==> src/rtl/blink_meter.sv <==
// Period / high-time meter for a slow asynchronous input; results leave on a valid/ready port.
// Result valid SYNC_STAGES+1 cycles after the closing input edge; a result arriving while one is still held is dropped and flagged in overrun.
module blink_meter #(
  parameter int CNT_W       = 26,
  parameter int SYNC_STAGES = 2
) (
  input  logic             clk,
  input  logic             rst,
  input  logic             blink_in,
  output logic [CNT_W-1:0] period,
  output logic [CNT_W-1:0] high_time,
  output logic             meas_valid,
  input  logic             meas_ready,
  output logic             stuck,
  output logic             overrun,
  input  logic             clr_overrun
);

  localparam logic [CNT_W-1:0] CNT_MAX = '1;

  typedef enum logic [1:0] {
    WAIT_RISE = 2'd0,
    MEAS_HIGH = 2'd1,
    MEAS_LOW  = 2'd2
  } state_t;

  state_t                 state;
  logic [SYNC_STAGES-1:0] sync_q;
  logic                   s;
  logic                   s_d;
  logic                   rise;
  logic                   fall;
  logic                   cnt_sat;
  logic                   emit;
  logic                   load;
  logic                   drop;
  logic [CNT_W-1:0]       cnt;
  logic [CNT_W-1:0]       high_cap;

  assign s       = sync_q[SYNC_STAGES-1];
  assign rise    = s & ~s_d;
  assign fall    = ~s & s_d;
  assign cnt_sat = (cnt == CNT_MAX);

  // A closing rise on a saturated count means the period is out of range, so it never becomes a result.
  assign emit = (state == MEAS_LOW) && rise && !cnt_sat;
  assign load = emit && (!meas_valid || meas_ready);
  assign drop = emit && meas_valid && !meas_ready;

  always_ff @(posedge clk) begin
    if (!rst) begin
      state      <= WAIT_RISE;
      sync_q     <= '0;
      s_d        <= 1'b0;
      cnt        <= '0;
      high_cap   <= '0;
      period     <= '0;
      high_time  <= '0;
      meas_valid <= 1'b0;
      stuck      <= 1'b0;
      overrun    <= 1'b0;
    end else begin
      sync_q <= {sync_q[SYNC_STAGES-2:0], blink_in};
      s_d    <= s;

      if (rise) begin
        cnt <= CNT_W'(1);
      end else if (!cnt_sat) begin
        cnt <= cnt + CNT_W'(1);
      end

      case (state)
        WAIT_RISE: begin
          if (rise) begin
            state <= MEAS_HIGH;
          end
        end
        MEAS_HIGH: begin
          if (fall) begin
            high_cap <= cnt;
            state    <= MEAS_LOW;
          end else if (cnt_sat) begin
            stuck <= 1'b1;
            state <= WAIT_RISE;
          end
        end
        MEAS_LOW: begin
          if (rise) begin
            state <= MEAS_HIGH;
          end else if (cnt_sat) begin
            stuck <= 1'b1;
            state <= WAIT_RISE;
          end
        end
        default: begin
          state <= WAIT_RISE;
        end
      endcase

      if (rise) begin
        stuck <= 1'b0;
      end

      if (load) begin
        period     <= cnt;
        high_time  <= high_cap;
        meas_valid <= 1'b1;
      end else if (meas_valid && meas_ready) begin
        meas_valid <= 1'b0;
      end

      if (drop) begin
        overrun <= 1'b1;
      end else if (clr_overrun) begin
        overrun <= 1'b0;
      end
    end
  end

endmodule

==> config.mk <==
export PLATFORM = sky130hd
export DESIGN_NAME = blink_meter
export DESIGN_NICKNAME = d
export VERILOG_FILES = /design/src/rtl/blink_meter.sv
export SDC_FILE = /design/constraint.sdc
export NUM_CORES = 1
export LEC_CHECK = 0
export ABC_AREA = 1
export CAP_MARGIN = 20
export CORE_UTILIZATION = 60
export CTS_BUF_LIST = sky130_fd_sc_hd__clkbuf_16
export CTS_CLUSTER_DIAMETER = 100
export DETAILED_ROUTE_END_ITERATION = 16
export GPL_TIMING_DRIVEN = 0
export PLACE_DENSITY = 0.82
export SLEW_MARGIN = 20
export SYNTH_ARGS = -nofsm -noshare
export SYNTH_HDL_FRONTEND = slang
export SYNTH_SLANG_ARGS = --single-unit
==> constraint.sdc <==
create_clock -name clk -period 3 [get_ports clk]
set_input_delay 0.3 -clock clk [delete_from_list [all_inputs] [get_ports clk]]
set_output_delay 0.3 -clock clk [all_outputs]
set_load 0.005 [all_outputs]
* Yosys cells after proc, flatten, opt, wreduce, memory -nomap -nowiden *
Cells that the tools add are included.

operators by class
  add/subtract/negate cells = 1
  multiply operators = 0
  div/mod/pow operators = 0
  magnitude comparators = 0
  equality and inequality tests = 6
  shift-type cells = 0
  muxes and demuxes = 14
  bitwise gates (word level) = 5
  reduce and logical (&&, ||, !) cells = 17

operator list
  operator                                                                count
  26-bit by 1-bit adder with 26-bit output (second input constant)        1
  26-bit equality test (second input constant)                            1
  1-bit 2-to-1 mux                                                        8
  2-bit 2-to-1 mux                                                        4
  1-bit logical AND                                                       6
  2-bit != test (second input constant)                                   3
  2-bit case mux with 3 select lines                                      1
  2-bit nonzero test                                                      3
  2-bit AND reduction                                                     2
  1-bit zero test                                                         3
  1-bit inverter                                                          3
  1-bit AND                                                               2
  2-bit by 1-bit equality test with 1-bit output (second input constant)  1
  2-bit equality test (second input constant)                             1
  2-bit zero test                                                         1
  1-bit case mux with 2 select lines                                      1
  2-bit OR reduction                                                      1
  1-bit logical OR                                                        1

word-level totals
  flip-flop bits (word level) = 112
  latch bits = 0
  bits in writable memories = 0
  ROM bits = 0
  bits of input ports = 5
  output and inout bits = 55
  word-level logic and storage cells = 54
  memories = 0

* Longest topological paths before layout *
  word-level depth = 7
  depth in mapped cells = 11
  mapped depth without buffers = 10

* Worst setup path before layout *
Ideal clock, no wire load.

  kind = register to register
  start = register cnt[1]
  end = register overrun
  setup time = 0.117 ns
  data arrival time = 1.544 ns
  required time = 2.883 ns
  setup slack = 1.340 ns
  stages on the path, launching flop included = 11
  path buffers = 2
  clock period less this slack = 1.660 ns
  path through = dfxtp_1 -> ha_1 -> inv_2 -> nor2_4 -> nand2_2 -> nor2_8 -> nand2_4 -> buf_6 -> buf_6 -> nand3_1 -> a21oi_1

between the ends
  longest elaborated chain between the ends = 6
  elaborated cells between the ends (all ways) = 7
  classes of those cells = eq/ne: 1; mux: 1; reduce/logical: 5

ends and longest elaborated chain
  item                                                    RTL line  source
  start, declared                                         37        logic [CNT_W-1:0] cnt;
  start signal, assigned                                  69        cnt <= cnt + CNT_W'(1);
  26-bit equality test *                                  43        assign cnt_sat = (cnt == CNT_MAX);
  1-bit zero test *                                       n/a
  1-bit logical AND *                                     46        assign emit = (state == MEAS_LOW) && rise && !cnt_sat;
  1-bit logical AND * (2 in series)                       48        assign drop = emit && meas_valid && !meas_ready;
  1-bit 2-to-1 mux or 2-bit nonzero test (tied branches)  n/a
  end signal, assigned                                    61        overrun <= 1'b0;
  end signal, assigned                                    113       overrun <= 1'b1;
  end signal, assigned                                    115       overrun <= 1'b0;
  end, declared                                           15        output logic overrun,

Every way passes the cells marked *; elsewhere a longest branch is shown, timed or not.
A chain may end at the register's enable or synchronous reset.

* Worst setup path in the final report *
  start = register cnt[0]
  end = register period[1]

between the ends
  longest elaborated chain between the ends = 4

ends and longest elaborated chain
  item                  RTL line  source
  26-bit equality test  43
  1-bit zero test       n/a
  1-bit logical AND     46
  1-bit logical AND     47        assign load = emit && (!meas_valid || meas_ready);
  end signal, assigned  105       period <= cnt;
  end, declared         10        output logic [CNT_W-1:0] period,

Every way passes these cells.

==> results.md <==
* CP Launch Type: flip-flop
* Largest family of logic cells by synthesized area: simple AND/OR/NAND/NOR gates
* Clock Skews at 9.78 ps
* F_max at 0.497 GHz
* Endpoints failing setup at 0
* PortBufs at 59
* Mux cell area share after synthesis at 0%
* Vias at 5156
* CP endpoint kind: flip-flop
* Initial DRC Count at 458
* Layout cell share with drive strength beyond 1 at 5.80%
* Adder-cell area share of the yosys netlist at 0.238%
* Min-Delay Path Class: flip-flop to flip-flop
* Final critical-path required period at 2010 ps
* Fillers at 646
* Wirelength, routed at 14000 um
* Synth cell types at 27
* Simple-Gate Fraction of Synth Area at 31.6%
* Final ANT Viol Nets at 0
* Worst hold start: sync_q[0]$_SDFF_PN0_
* WL/cell at 14.2 um
* Worst slew pin tran at 561 ps
* Clock Pin Slew Worst Setup and Hold Paths at 70 ps
* Congestion Overflow GR at 0
* Vias/cell at 5.24
* Commonest non-fill, non-tap cell in the layout: nand2_1
* Ant. Diodes at 0
* Commonest cells after routing, fill and taps aside: 194 x nand2_1, 135 x inv_1, 112 x dfxtp_1, 103 x nor2_1, 59 x clkdlybuf4s50_1
* Die extent in x at 95.6 um
* Worst Setup Path Type: flip-flop to flip-flop
* #FFs+latches synth at 112
* Total Nets Final at 880
* Area Overhead vs Synth at 19.4%
* RSZ-0062 raised after global routing: no
* Cells along the critical path: ha_1 > inv_2 > nor2_4 > nand2_2 > nor2_8 > nand2_4 > nand3_4 > buf_4 > nand2_1 > inv_2 > nor2_1
* Worst skew pair latency at 350 ps
* Power density over the cells at 446 nW/um2
* WP buf/inv at 3
* Area of the die at 9150 um2
* Status: complete, no violations
* CTS buffer count at 9
* Largest buffer count on any clock path at 2
* Sink Count at 112
* Die H at 95.6 um
* Initial antenna violation count at 0
* CP required at 3240 ps
* Largest net degree at the start of global routing at 19
* Drt drc at 0
* HPWL after detailed placement at 10400 um
* H-tree levels at 3
* CP Max Fanout at 10
* CORE AREA at 8340 um2
* Effective utilization at floorplan at 63.1%
* CTS resizes at 0
* Fin util at 75.3%
* Final Hold Vio Count at 0
* Sequential share of the synthesized area at 42.6%
* GRT Overall Usage at 32.0%
* Max rail drop VDD at 0.294 mV
* Relative slew margins at 62.6%
* Pre-antenna DRT Iters at 7
* # IOs at 60
* Synth Area in Compound Gates at 7.18%
* Mean post-synth cell area at 6.54 um2
* Worst path most repeated cell: inv_2
* Syn Inst Count at 804
* Root Driver: clkbuf_16
* Static leakage at 2.66 nW
* Final period utilization at 67.1%
* Number of global-route vias before repair at 4761
* Mapped Nets at 810
* Worst R2R Start: cnt[0]$_SDFFE_PN0P_
* Max-cap viol count at 0
* Setup Total Neg Slack at 0 ps
* Post CTS Setup Buffer Count at 0
* RD Place Congestion at 0.919
* CP arrival at 2250 ps
* Slew Viols, Final at 0
* Post-Syn Area at 5260 um2
* Std cell rows at 33
* First-pass GRT wire length at 22200 um
* TritonCTS clock tree: yes
* CP max-delay cell: dfxtp_1
* CP top delay family: simple AND/OR/NAND/NOR gates
* Crit path launch: cnt[0]$_SDFFE_PN0P_
* CP max stage delay at 410 ps
* XOR/XNOR share of the synthesized area at 1.33%
* Synth warn at 0
* Number of hold buffers added after CTS at 0
## Yosys cell counts (all sizes together)
cell	n	share of area [%]
buf	21	2.4
clkinv	37	2.6
dfxtp	112	43
clkbuf	18	1.3
nand3	24	2.5
xor2	7	1.2
ha	1	0.24
nand4	55	6.5
nor2	106	8.1
nand2	197	14
a21oi	37	3.5
xnor2	1	0.17
a31oi	6	0.71
inv	150	11
nand3b	1	0.14
o21ai	31	2.9
## report_power, final
part / internal (mW) / switching [mW] / total [mW]
registers: 1.49 / 0.00797 / 1.50
clock network: 0.648 / 0.556 / 1.20
logic: 0.0296 / 0.0613 / 0.0909
## metal layers
layer | routed length, um | track usage (%) | vias up
li1 | - | - | 2564
met1 | 5600 | 38.2 | 2304
met2 | 6810 | 55.1 | 240
met3 | 1010 | 5.50 | 48
met4 | 539 | 16.4 | 0
met5 | 0 | 0 | -
## cell type report
cell class              count  area [um2]  area share (%)
repair buffers             59         591            9.40
clock inverters             7        71.3            1.14
flip-flops and latches    112        2240            35.7
clock buffers               9         225            3.59
well taps                 105         131            2.09
multi-input cells         466        2120            33.8
plain buffers              39         196            3.13
inverters                 187         702            11.2
## path summary, 6_finish.rpt
| path | to | slack [ps] | cells past startpoint |
|---|---|---|---|
| setup / recovery | period[1]$_SDFFE_PN0P_ | 990 | 11 |
| hold reg to reg | sync_q[1]$_SDFF_PN0_ | 430 | 2 |
| hold / removal | sync_q[1]$_SDFF_PN0_ | 430 | 2 |
| setup reg to reg | period[1]$_SDFFE_PN0P_ | 990 | 11 |
## registers in the layout, indices dropped and copies added, names as in the netlist, 2 cells and up
name and cells:
state 2, high_time 26, sync_q 2, high_cap 26, cnt 26, period 26
## logic make-up after synthesis
kind of cell | Yosys count
adder cells (fa/ha/maj) | 1
buffers and inverters | 226
AO/OA/AOI/OAI | 74
AND/OR/NAND/NOR | 383
flip-flops | 112
XOR/XNOR | 8
## worst register-to-register path, delay by kind of cell (launching register included)
family | cells | cell delay (ps)
adders and majority gates | 1 | 310
buffers and inverters | 3 | 340
DFF | 1 | 410
and+or+nand+nor | 7 | 850
## through the flow
step / total power [mW] / instance area [um2] / setup slack [ps] / hold WS, ps / instances
finish: 2.80 / 6280 / 987 / 427 / 984
global route: 2.87 / 6280 / 878 / 445 / 984
CTS: 2.80 / 6280 / 978 / 428 / 984
detailed placement: 1.62 / 5980 / 939 / 409 / 968
global placement: 1.62 / 5980 / 1040 / 401 / 968
floorplan: 1.59 / 5260 / 1340 / 390 / 804
No activity file was read; power rests on OpenSTA's default activity.
